===== src/rtl/unified_mem_arbiter.sv =====
`default_nettype none
// ============================================================================
// Module   : unified_mem_arbiter
// Purpose  : Shares one unified, byte-addressable, little-endian 32-bit
//            memory between the fetch port (i_*) and the load/store port
//            (d_*). Each access runs IDLE -> ACCESS -> RESP, so the memory
//            does its negedge read/write during ACCESS. Misaligned requests
//            (when CHECK_ALIGN=1) skip ACCESS and answer with done+err.
// Ports    : clk, reset (async, active-high)
//            i_req/i_addr -> i_done/i_err/i_rdata      fetch port
//            d_req/d_we/d_addr/d_wdata
//                         -> d_done/d_err/d_rdata      load/store port
//            mem_addr/mem_we/mem_wdata -> memory, mem_rdata <- memory
//            busy (state != IDLE), owner (0 = I, 1 = D, last grant)
// Revision : 1.0 - initial release
// ============================================================================
module unified_mem_arbiter #(
    parameter int STARVE_LIMIT = 4,
    parameter bit CHECK_ALIGN  = 1'b1
) (
    input  logic        clk,
    input  logic        reset,
    input  logic        i_req,
    input  logic [31:0] i_addr,
    output logic        i_done,
    output logic        i_err,
    output logic [31:0] i_rdata,
    input  logic        d_req,
    input  logic        d_we,
    input  logic [31:0] d_addr,
    input  logic [31:0] d_wdata,
    output logic        d_done,
    output logic        d_err,
    output logic [31:0] d_rdata,
    output logic [31:0] mem_addr,
    output logic        mem_we,
    output logic [31:0] mem_wdata,
    input  logic [31:0] mem_rdata,
    output logic        busy,
    output logic        owner
);

    localparam logic [1:0] c_st_idle   = 2'd0;
    localparam logic [1:0] c_st_access = 2'd1;
    localparam logic [1:0] c_st_resp   = 2'd2;
    localparam logic [3:0] c_limit     = 4'(STARVE_LIMIT);

    logic [1:0]  state_q,     state_d;
    logic        owner_q,     owner_d;
    logic        err_q,       err_d;
    logic [3:0]  starve_q,    starve_d;
    logic [31:0] mem_addr_q,  mem_addr_d;
    logic        mem_we_q,    mem_we_d;
    logic [31:0] mem_wdata_q, mem_wdata_d;
    logic [31:0] i_rdata_q,   i_rdata_d;
    logic [31:0] d_rdata_q,   d_rdata_d;

    logic        w_grant_i;
    logic        w_grant_d;
    logic [31:0] w_sel_addr;
    logic        w_misal;

    // D wins unless I has been passed over STARVE_LIMIT times in a row.
    assign w_grant_i  = i_req && (!d_req || (starve_q == c_limit));
    assign w_grant_d  = d_req && !w_grant_i;
    assign w_sel_addr = w_grant_i ? i_addr : d_addr;
    assign w_misal    = CHECK_ALIGN && (w_sel_addr[1:0] != 2'b00);

    // State register (all flops; async reset clears mem_we and done at once)
    always_ff @(posedge clk or posedge reset) begin
        if (reset) begin
            state_q     <= c_st_idle;
            owner_q     <= 1'b0;
            err_q       <= 1'b0;
            starve_q    <= 4'd0;
            mem_addr_q  <= 32'd0;
            mem_we_q    <= 1'b0;
            mem_wdata_q <= 32'd0;
            i_rdata_q   <= 32'd0;
            d_rdata_q   <= 32'd0;
        end else begin
            state_q     <= state_d;
            owner_q     <= owner_d;
            err_q       <= err_d;
            starve_q    <= starve_d;
            mem_addr_q  <= mem_addr_d;
            mem_we_q    <= mem_we_d;
            mem_wdata_q <= mem_wdata_d;
            i_rdata_q   <= i_rdata_d;
            d_rdata_q   <= d_rdata_d;
        end
    end

    // Next-state logic; RESP always returns to IDLE so req is never
    // re-sampled while the requester is still seeing its done pulse.
    always_comb begin
        state_d = state_q;
        case (state_q)
            c_st_idle: begin
                if (w_grant_i || w_grant_d) begin
                    state_d = w_misal ? c_st_resp : c_st_access;
                end
            end
            c_st_access: state_d = c_st_resp;
            c_st_resp:   state_d = c_st_idle;
            default:     state_d = c_st_idle;
        endcase
    end

    // Datapath / registered-output next values
    always_comb begin
        owner_d     = owner_q;
        err_d       = err_q;
        starve_d    = starve_q;
        mem_addr_d  = mem_addr_q;
        mem_we_d    = mem_we_q;
        mem_wdata_d = mem_wdata_q;
        i_rdata_d   = i_rdata_q;
        d_rdata_d   = d_rdata_q;
        case (state_q)
            c_st_idle: begin
                if (w_grant_i || w_grant_d) begin
                    owner_d = w_grant_d;
                    err_d   = w_misal;
                    if (w_grant_d && i_req) begin
                        starve_d = (starve_q < c_limit) ? (starve_q + 4'd1) : c_limit;
                    end else begin
                        starve_d = 4'd0;
                    end
                    // A rejected request leaves the memory bus untouched.
                    if (!w_misal) begin
                        mem_addr_d  = w_sel_addr;
                        mem_we_d    = w_grant_d && d_we;
                        mem_wdata_d = w_grant_d ? d_wdata : 32'd0;
                    end
                end
            end
            c_st_access: begin
                // mem_we_q still reflects the store flag of this access.
                if (!owner_q) begin
                    i_rdata_d = mem_rdata;
                end else if (!mem_we_q) begin
                    d_rdata_d = mem_rdata;
                end
                mem_we_d = 1'b0;
            end
            c_st_resp: err_d = 1'b0;
            default: ;
        endcase
    end

    // Output logic
    always_comb begin
        i_done    = (state_q == c_st_resp) && !owner_q;
        d_done    = (state_q == c_st_resp) && owner_q;
        i_err     = i_done && err_q;
        d_err     = d_done && err_q;
        busy      = (state_q != c_st_idle);
        owner     = owner_q;
        mem_addr  = mem_addr_q;
        mem_we    = mem_we_q;
        mem_wdata = mem_wdata_q;
        i_rdata   = i_rdata_q;
        d_rdata   = d_rdata_q;
    end

endmodule
`default_nettype wire

===== config.mk =====
export PLATFORM = sky130hd
export DESIGN_NAME = unified_mem_arbiter
export DESIGN_NICKNAME = d
export VERILOG_FILES = /design/src/rtl/unified_mem_arbiter.sv
export SDC_FILE = /design/constraint.sdc
export NUM_CORES = 1
export LEC_CHECK = 0
export ABC_AREA = 1
export CAP_MARGIN = 5
export CORE_AREA = 2 2 126 128
export CTS_BUF_LIST = sky130_fd_sc_hd__clkbuf_2
export DETAILED_ROUTE_END_ITERATION = 7
export DIE_AREA = 0 0 128 130
export PLACE_DENSITY = 0.78
export SLEW_MARGIN = 20
export SYNTH_ARGS = -nofsm -noshare
export SYNTH_HDL_FRONTEND = slang
export SYNTH_SLANG_ARGS = --single-unit

===== constraint.sdc =====
create_clock -name clk -period 4 [get_ports clk]
set_input_delay 0.4 -clock clk [delete_from_list [all_inputs] [get_ports clk]]
set_output_delay 0.4 -clock clk [all_outputs]
set_load 0.05 [all_outputs]

==> results.sh, run 1 <==
export IMPL_outcome="complete, no violations"
export IMPL_clockBufferDepth=2
export IMPL_h_tree_depth=4
export IMPL_final_cell_mix="267 x clkdlybuf4s50_1, 259 x nand2_1, 137 x dfrtp_1"
export IMPL_viasPerCell=4.76
export IMPL_endpoint_kind="output port"
export IMPL_stdcell_count=1149
export IMPL_root_buffer="clkbuf_2"
export IMPL_fmax_ghz=0.343
export IMPL_maxSlewHeadroom=0.294
export IMPL_p_total_mw=6.78
export IMPL_synth_nets=825
export IMPL_hold_buffers=0
export IMPL_ff2ff_setup_slack_ns=1.38
export IMPL_reg2reg_from="starve_q[0]"
export IMPL_crit_cells=4
export IMPL_wl_per_cell_um=14.8
export IMPL_postLayoutCoreUtil=0.574
export IMPL_initial_core_util=0.377
export IMPL_die_w_um=128
export IMPL_coreArea_um2=15400
export IMPL_ys_async_sr_fraction=1.00
export IMPL_num_vias=5473
export IMPL_drt_total_wl_um=17000
export IMPL_p_leak_nw=4.41
export IMPL_worstMarginPinSlew_ns=1.05
export IMPL_synth_area_per_cell_um2=8.42
export IMPL_setup_tns_ns=0
export IMPL_synth_edf_count=0
export IMPL_grt_first_pass_wirelength_um=26600
export IMPL_synth_top_area_share=0.590
export IMPL_multi_input_area_um2=1990
export IMPL_dp_cells=1116
export IMPL_synth_top_cells_by_area="dfrtp_1 59%, nand2_1 17%, nand3_1 8.5%"
export IMPL_die_area_um2=16600
export IMPL_die_h_um=130
export IMPL_yosysSeqAreaShare=0.590
export IMPL_portBuffers=267
export IMPL_yosys_warnings=0
export IMPL_r2r_end="mem_wdata[22]"
export IMPL_drt_iter0_drc=363
export IMPL_path_clk_slew_ns=0.19
export IMPL_dr_pass1_iters=5
export IMPL_clock_sinks=137
export IMPL_reg2reg_depth=11
export IMPL_rows=46
export IMPL_syn_area_um2=5810
export IMPL_post_route_min_period_ns=2.92
export IMPL_worst_path_largest_cell_delay_ns=0.88
export IMPL_worstSetupPathType="flop to output port"
export IMPL_nets=1078
export IMPL_ant_nets=0
export IMPL_critPathLaunchType="flop"
export IMPL_grt_start_max_net_pins=80
export IMPL_synthCells=690
export IMPL_final_common_cell="clkdlybuf4s50_1"
export IMPL_cts_tree="built"
export IMPL_worstPathArrival_ns=2.52
export IMPL_cp_top_family="buffers and inverters"
export IMPL_crit_start="state_q[0]"
export IMPL_cts_setup_buffers=0
export IMPL_path_buf_inv=2
export IMPL_gp_congestion=0.908
export IMPL_powerDensity_nw_per_um2=765
export IMPL_cts_made_buffers=17
export IMPL_seq_area_um2=3430
export IMPL_hold_viol=0
export IMPL_slowest_stage="clkdlybuf4s50_1"
export IMPL_skew_ns=0.0185
export IMPL_hpwl_um=12200
export IMPL_synth_seq_cells=137
export IMPL_grt_setup_unrepaired="false"
export IMPL_holdWs_ns=0.211
export IMPL_setup_viol=0
export IMPL_first_global_vias=5276
export IMPL_area_growth_pct=52.4
export IMPL_yosys_cell_types_count=20
export IMPL_critPathCapture="i_err"
export IMPL_clk_latency_ns=0.69
export IMPL_yosys_area_top_type="dfrtp_1"
export IMPL_io_pins=268
export IMPL_drv_cap=0
export IMPL_slew_viol_final=0
export IMPL_crit_chain="inv_1, nand2_1, nor3_1, clkdlybuf4s50_1"
export IMPL_track_usage=0.206
export IMPL_antenna_found_initial=1
export IMPL_min_period_over_period=0.730
export IMPL_ir_drop_mv=0.311
export IMPL_crit_fanout=4
export IMPL_fillers=1424
export IMPL_drive_gt1_frac=0.0513
export IMPL_cts_resized=0
export IMPL_cp_data_required_time_ns=3.60
export IMPL_dominantRegCellSynth="dfrtp_1"
export IMPL_hold_path_class="input port to async pin"
export IMPL_grt_overflow_total=0
export IMPL_drc=0
[Yosys cell counts, types with 2 or more instances]
cell / number
nor3_1: 2
ha_1: 2
nand2_1: 262
buf_6: 4
nand4_1: 2
o21ai_0: 67
buf_2: 11
nand2_2: 3
clkbuf_1: 25
nor2_1: 16
dfrtp_1: 137
nand3_1: 99
inv_1: 53
[per-layer routing]
metal,GRT usage,share of wire
met5,0,0
met4,0.103,0.031
met3,0.0484,0.056
met2,0.337,0.49
met1,0.258,0.42
[registers in the layout (all words and copies together) (netlist names)]
name,cells
mem_we,1
err_q,1
owner,1
mem_wdata,32
starve_q,4
mem_addr,32
d_rdata,32
state_q,2
i_rdata,32
[report_power, final]
part / internal [mW] / total [mW] / switching [mW]
sequential: 1.90 / 2.18 / 0.286
combinational: 1.21 / 3.80 / 2.59
clock: 0.279 / 0.790 / 0.511
total: 3.39 / 6.78 / 3.39
[area by class of cell]
cell class | count | share of cell area
flip-flops and latches | 137 | 0.387
repair buffers | 276 | 0.312
multi-input cells | 458 | 0.225
well taps | 192 | 0.0271
inverters | 53 | 0.0229
clock inverters | 14 | 0.0148
clock buffers | 18 | 0.0102
diodes | 1 | 0.000283
[kinds of logic (layout without fill, tap and decap cells)]
kind of cell	Yosys count	count (layout)	share of synthesized area
other	0	1	0
adders and majority gates	2	2	0.00431
AOI/OAI and AO/OA	70	70	0.0614
buffers and inverters	95	361	0.0695
and+or+nand+nor	386	386	0.275
DFF	137	137	0.590
[metrics by stage]
stage	setup slack, ns	area, um^2
after floorplan	1.67	5820
after global placement	1.08	8630
after detailed placement	1.05	8630
after CTS	0.973	8850
after global routing	0.891	8850
final	1.08	8850
[worst min path at each step]
| stage | from | endpoint | slack (ns) |
|---|---|---|---|
| after floorplan | starve_q[2] | starve_q[2] | 0.49 |
| after detailed placement | mem_addr[1] | mem_addr[1] | 0.45 |
| after global routing | d_wdata[15] | mem_wdata[15] | 0.15 |
| after CTS | d_wdata[15] | mem_wdata[15] | 0.12 |
| final | reset | mem_wdata[23] | 0.21 |
| after global placement | mem_addr[6] | mem_addr[6] | 0.45 |
Note: power is estimated with default switching activity, not from simulation.
==> run 2, diff against run 1 <==
Settings changed: CORE_AREA 2 2 126 128 to 2 2 120 122, DIE_AREA 0 0 128 130 to 0 0 122 124, PLACE_DENSITY 0.78 to 0.81.
Clock period 4 ns to 2.7 ns, I/O delays scaled along.
==> run 2 against run 1 <==
Net effect: via count grew 0.11%; design area up 0.33%; final cell count down 0.78%; critical endpoint unchanged; largest power group unchanged.
==> results.sh, run 2 (synthesized netlist as in run 1, its figures left out) <==
export IMPL_drive_gt1_frac=0.0542
export IMPL_dr_pass1_iters=5
export IMPL_area_growth_pct=52.9
export IMPL_p_leak_nw=4.47
export IMPL_cts_setup_buffers=0
export IMPL_root_buffer="clkbuf_2"
export IMPL_fmax_ghz=0.399
export IMPL_ant_nets=0
export IMPL_powerDensity_nw_per_um2=1140
export IMPL_hpwl_um=11900
export IMPL_wl_per_cell_um=14.8
export IMPL_cts_resized=0
export IMPL_skew_ns=0.0267
export IMPL_cp_top_family="buffers and inverters"
export IMPL_nets=1082
export IMPL_cts_made_buffers=17
export IMPL_grt_overflow_total=0
export IMPL_hold_path_class="input port to flop"
export IMPL_initial_core_util=0.424
export IMPL_fillers=1191
export IMPL_post_route_min_period_ns=2.51
export IMPL_ir_drop_mv=0.496
export IMPL_grt_setup_unrepaired="false"
export IMPL_portBuffers=267
export IMPL_worstMarginPinSlew_ns=0.715
export IMPL_endpoint_kind="output port"
export IMPL_drc=0
export IMPL_min_period_over_period=0.929
export IMPL_drv_cap=0
export IMPL_antenna_found_initial=1
export IMPL_coreArea_um2=13700
export IMPL_critPathLaunchType="flop"
export IMPL_rows=43
export IMPL_h_tree_depth=4
export IMPL_drt_total_wl_um=16800
export IMPL_gp_congestion=0.854
export IMPL_ff2ff_setup_slack_ns=0.79
export IMPL_die_w_um=122
export IMPL_clockBufferDepth=2
export IMPL_cp_data_required_time_ns=2.43
export IMPL_critPathCapture="i_err"
export IMPL_setup_viol=0
export IMPL_outcome="complete, no violations"
export IMPL_setup_tns_ns=0
export IMPL_first_global_vias=5228
export IMPL_crit_cells=3
export IMPL_path_buf_inv=1
export IMPL_io_pins=268
export IMPL_grt_first_pass_wirelength_um=26200
export IMPL_maxSlewHeadroom=0.523
export IMPL_final_cell_area_um2=8880
export IMPL_crit_start="state_q[1]"
export IMPL_path_clk_slew_ns=0.19
export IMPL_clock_sinks=137
export IMPL_grt_start_max_net_pins=138
export IMPL_die_area_um2=15100
export IMPL_reg2reg_depth=9
export IMPL_clk_latency_ns=0.67
export IMPL_die_h_um=124
export IMPL_worst_path_largest_cell_delay_ns=0.84
export IMPL_final_common_cell="clkdlybuf4s50_1"
export IMPL_crit_fanout=5
export IMPL_num_vias=5479
export IMPL_hold_viol=0
export IMPL_r2r_end="mem_addr[15]"
export IMPL_worstSetupPathType="flop to output port"
export IMPL_cts_tree="built"
export IMPL_drt_iter0_drc=393
export IMPL_reg2reg_from="starve_q[0]"
export IMPL_worstPathArrival_ns=2.24
export IMPL_final_cell_mix="264 x clkdlybuf4s50_1, 259 x nand2_1, 137 x dfrtp_1"
export IMPL_viasPerCell=4.81
export IMPL_slowest_stage="clkdlybuf4s50_1"
export IMPL_hold_buffers=0
export IMPL_placed_cell_area_um2=8630
export IMPL_slew_viol_final=0
export IMPL_track_usage=0.225
export IMPL_crit_chain="nand2_1, nor3_1, clkdlybuf4s50_1"
[run 2: area by class of cell]
class	instances	area (um^2)	area share
repair buffers	280	2790	0.314
diodes	1	2.50	0.000282
clock inverters	13	155	0.0175
flip-flops and latches	137	3430	0.386
clock buffers	18	90.1	0.0101
inverters	53	203	0.0228
multi-input cells	458	1990	0.224
well taps	180	225	0.0254
[run 2: power breakdown]
part | total, mW | switching [mW] | internal, mW
combinational | 5.62 | 3.83 | 1.80
sequential | 3.23 | 0.424 | 2.81
clock | 1.23 | 0.728 | 0.506
[run 2: worst register-to-register path, cell delays in order (launching register included)]
cell     delay [ns]
dfrtp_1        0.42
inv_1          0.09
ha_1           0.16
nand3_1        0.10
nand2_2        0.17
nand3_1        0.17
nand2_4        0.12
buf_4          0.34
nand3_1        0.19
nand2_1        0.10
[run 2: layer usage]
layer | routed length (um) | vias up | global-route usage
met5 | 0 | - | 0
met1 | 7180 | 2549 | 0.284
met3 | 862 | 43 | 0.0490
met4 | 603 | 0 | 0.116
li1 | - | 2699 | -
met2 | 8200 | 188 | 0.367
[run 2: worst min-delay path by stage]
stage	from	endpoint	slack, ns	depth (start not counted)
floorplan	d_wdata[0]	mem_wdata[0]	0.42	2
global placement	mem_wdata[24]	mem_wdata[24]	0.45	2
detailed placement	mem_addr[25]	mem_addr[25]	0.46	2
CTS	d_wdata[15]	mem_wdata[15]	0.03	3
global route	d_wdata[22]	mem_wdata[22]	0.03	3
finish	d_wdata[15]	mem_wdata[15]	0.13	3
[run 2: metrics by stage]
step	cells	utilization	power [mW]	worst slack [ns]	hold slack, ns
2_1_floorplan	690	-	6.80	0.496	0.416
5_1_grt	1140	0.648	10.6	0.0159	0.0318
3_5_place_dp	1108	0.629	8.94	0.598	0.457
3_3_place_gp	1108	0.629	8.83	0.662	0.453
4_1_cts	1139	0.647	10.2	0.0745	0.0348
6_report	1140	0.648	10.1	0.192	0.132
==> run 3, diff against run 2 <==
Settings changed: CAP_MARGIN 5 to 20, CORE_AREA 2 2 120 122 to 3 3 143 104, DIE_AREA 0 0 122 124 to 0 0 146 107, PLACE_DENSITY 0.81 to 0.82.
==> run 3 against run 2 <==
Net effect: sequential share of layout area is 0.37 points lower; combinational power hardly changed; setup slack better by 0.0031 ns; die area is 3.3% higher; fmax is 0.12% higher; utilization is 0.97 points higher.
==> results.sh, run 3 (synthesized netlist as in run 1, its figures left out) <==
export IMPL_holdWs_ns=0.137
export IMPL_path_buf_inv=1
export IMPL_io_pins=268
export IMPL_fmax_ghz=0.399
export IMPL_worstSetupPathType="flop to output port"
export IMPL_endpoint_kind="output port"
export IMPL_worstMarginPinSlew_ns=0.575
export IMPL_crit_fanout=5
export IMPL_cts_made_buffers=17
export IMPL_worst_path_largest_cell_delay_ns=0.84
export IMPL_track_usage=0.220
export IMPL_drv_cap=0
export IMPL_worstPathArrival_ns=2.24
export IMPL_num_vias=5480
export IMPL_drive_gt1_frac=0.0563
export IMPL_die_h_um=107
export IMPL_grt_overflow_total=0
export IMPL_fillers=1159
export IMPL_initial_core_util=0.426
export IMPL_hold_path_class="input port to flop"
export IMPL_cts_tree="built"
export IMPL_setup_tns_ns=0
export IMPL_ir_drop_mv=0.802
export IMPL_portBuffers=267
export IMPL_cp_top_family="buffers and inverters"
export IMPL_die_w_um=146
export IMPL_final_cell_mix="266 x clkdlybuf4s50_1, 259 x nand2_1, 137 x dfrtp_1"
export IMPL_first_global_vias=5134
export IMPL_viasPerCell=4.77
export IMPL_grt_start_max_net_pins=75
export IMPL_coreArea_um2=13600
export IMPL_wl_per_cell_um=15.0
export IMPL_post_place_ws_ns=0.436
export IMPL_critPathLaunchType="flop"
export IMPL_clockBufferDepth=2
export IMPL_outcome="complete, no violations"
export IMPL_h_tree_depth=4
export IMPL_dr_pass1_iters=5
export IMPL_nets=1082
export IMPL_hold_viol=0
export IMPL_die_area_um2=15600
export IMPL_setup_viol=0
export IMPL_slowest_stage="clkdlybuf4s50_1"
export IMPL_antenna_found_initial=0
export IMPL_powerDensity_nw_per_um2=1150
export IMPL_slew_viol_final=0
export IMPL_skew_ns=0.0432
export IMPL_gp_congestion=0.841
export IMPL_crit_chain="nand2_1, nor3_1, clkdlybuf4s50_1"
export IMPL_p_leak_nw=4.47
export IMPL_final_common_cell="clkdlybuf4s50_1"
export IMPL_drt_iter0_drc=379
export IMPL_fin_ws_ns=0.195
export IMPL_ant_nets=0
export IMPL_diodes=0
export IMPL_dp_cells=1117
export IMPL_hpwl_um=12600
export IMPL_clk_latency_ns=0.65
export IMPL_stdcell_count=1150
export IMPL_post_route_min_period_ns=2.51
export IMPL_rows=36
export IMPL_cp_data_required_time_ns=2.43
export IMPL_maxSlewHeadroom=0.615
export IMPL_root_buffer="clkbuf_2"
export IMPL_drc=0
export IMPL_min_period_over_period=0.928
export IMPL_drt_total_wl_um=17300
export IMPL_clock_sinks=137
export IMPL_grt_setup_unrepaired="false"
export IMPL_area_growth_pct=54.3
export IMPL_path_clk_slew_ns=0.24
export IMPL_postLayoutCoreUtil=0.657
export IMPL_grt_first_pass_wirelength_um=27500
==> run 3: what timing repair did <==
| item | 4_1_cts | 5_1_grt |
|---|---|---|
| setup buffers | 0 | 0 |
| hold buffers | 1 | 0 |
| hold endpoints to repair | 11 | 0 |
| endpoints found under the setup margin | 0 | 1 |
| resized for setup | 0 | 1 |
==> run 3: final timing paths <==
check                           slack (ns)            end  depth (start not counted)          from
worst max-delay path                  0.19          d_err                          3    state_q[1]
worst min-delay path                  0.14  mem_wdata[12]                          3   d_wdata[12]
worst max register to register        0.49   mem_wdata[0]                          9   starve_q[0]
worst min register to register        0.49   mem_wdata[8]                          2  mem_wdata[8]
max in group asynchronous             1.52    mem_addr[1]                          4         reset
min in group asynchronous             0.46    i_rdata[20]                          3         reset
==> run 3: layout make-up <==
class	count	area, um^2	share of cell area
sequential	137	3430	0.382
timing repair buffer	280	2810	0.314
multi-input combinational	458	1990	0.222
tap	190	238	0.0265
clock inverter	14	209	0.0233
inverter	53	203	0.0226
clock buffer	18	90.1	0.0100
==> run 3: power by group <==
part           total (mW)  switching (mW)  internal (mW)
Sequential           3.23           0.424           2.81
Combinational        5.63            3.83           1.80
Clock                1.45           0.816          0.637
Total                10.3            5.07           5.25
==> run 3: through the flow <==
| stage | power, mW | area, um^2 |
|---|---|---|
| 2_1_floorplan | 6.80 | 5820 |
| 3_3_place_gp | 8.85 | 8660 |
| 3_5_place_dp | 8.94 | 8660 |
| 4_1_cts | 10.4 | 8970 |
| 5_1_grt | 10.8 | 8970 |
| 6_report | 10.3 | 8970 |
==> run 3: layer usage <==
layer | vias to the layer above | wire length [um] | global-route usage
met5 | - | 0 | 0
met4 | 0 | 320 | 0.0584
met3 | 25 | 1430 | 0.0706
met2 | 223 | 7950 | 0.344
met1 | 2533 | 7580 | 0.300
li1 | 2699 | - | -
==> run 3: worst reg2reg max path, stage by stage (launching register included) <==
cell and delay, ns:
dfrtp_1 0.44, inv_1 0.09, ha_1 0.16, nand3_1 0.10, nand2_2 0.20, nand3_1 0.18, nand2_4 0.20, buf_4 0.49
nand3_1 0.18, nand2_1 0.10
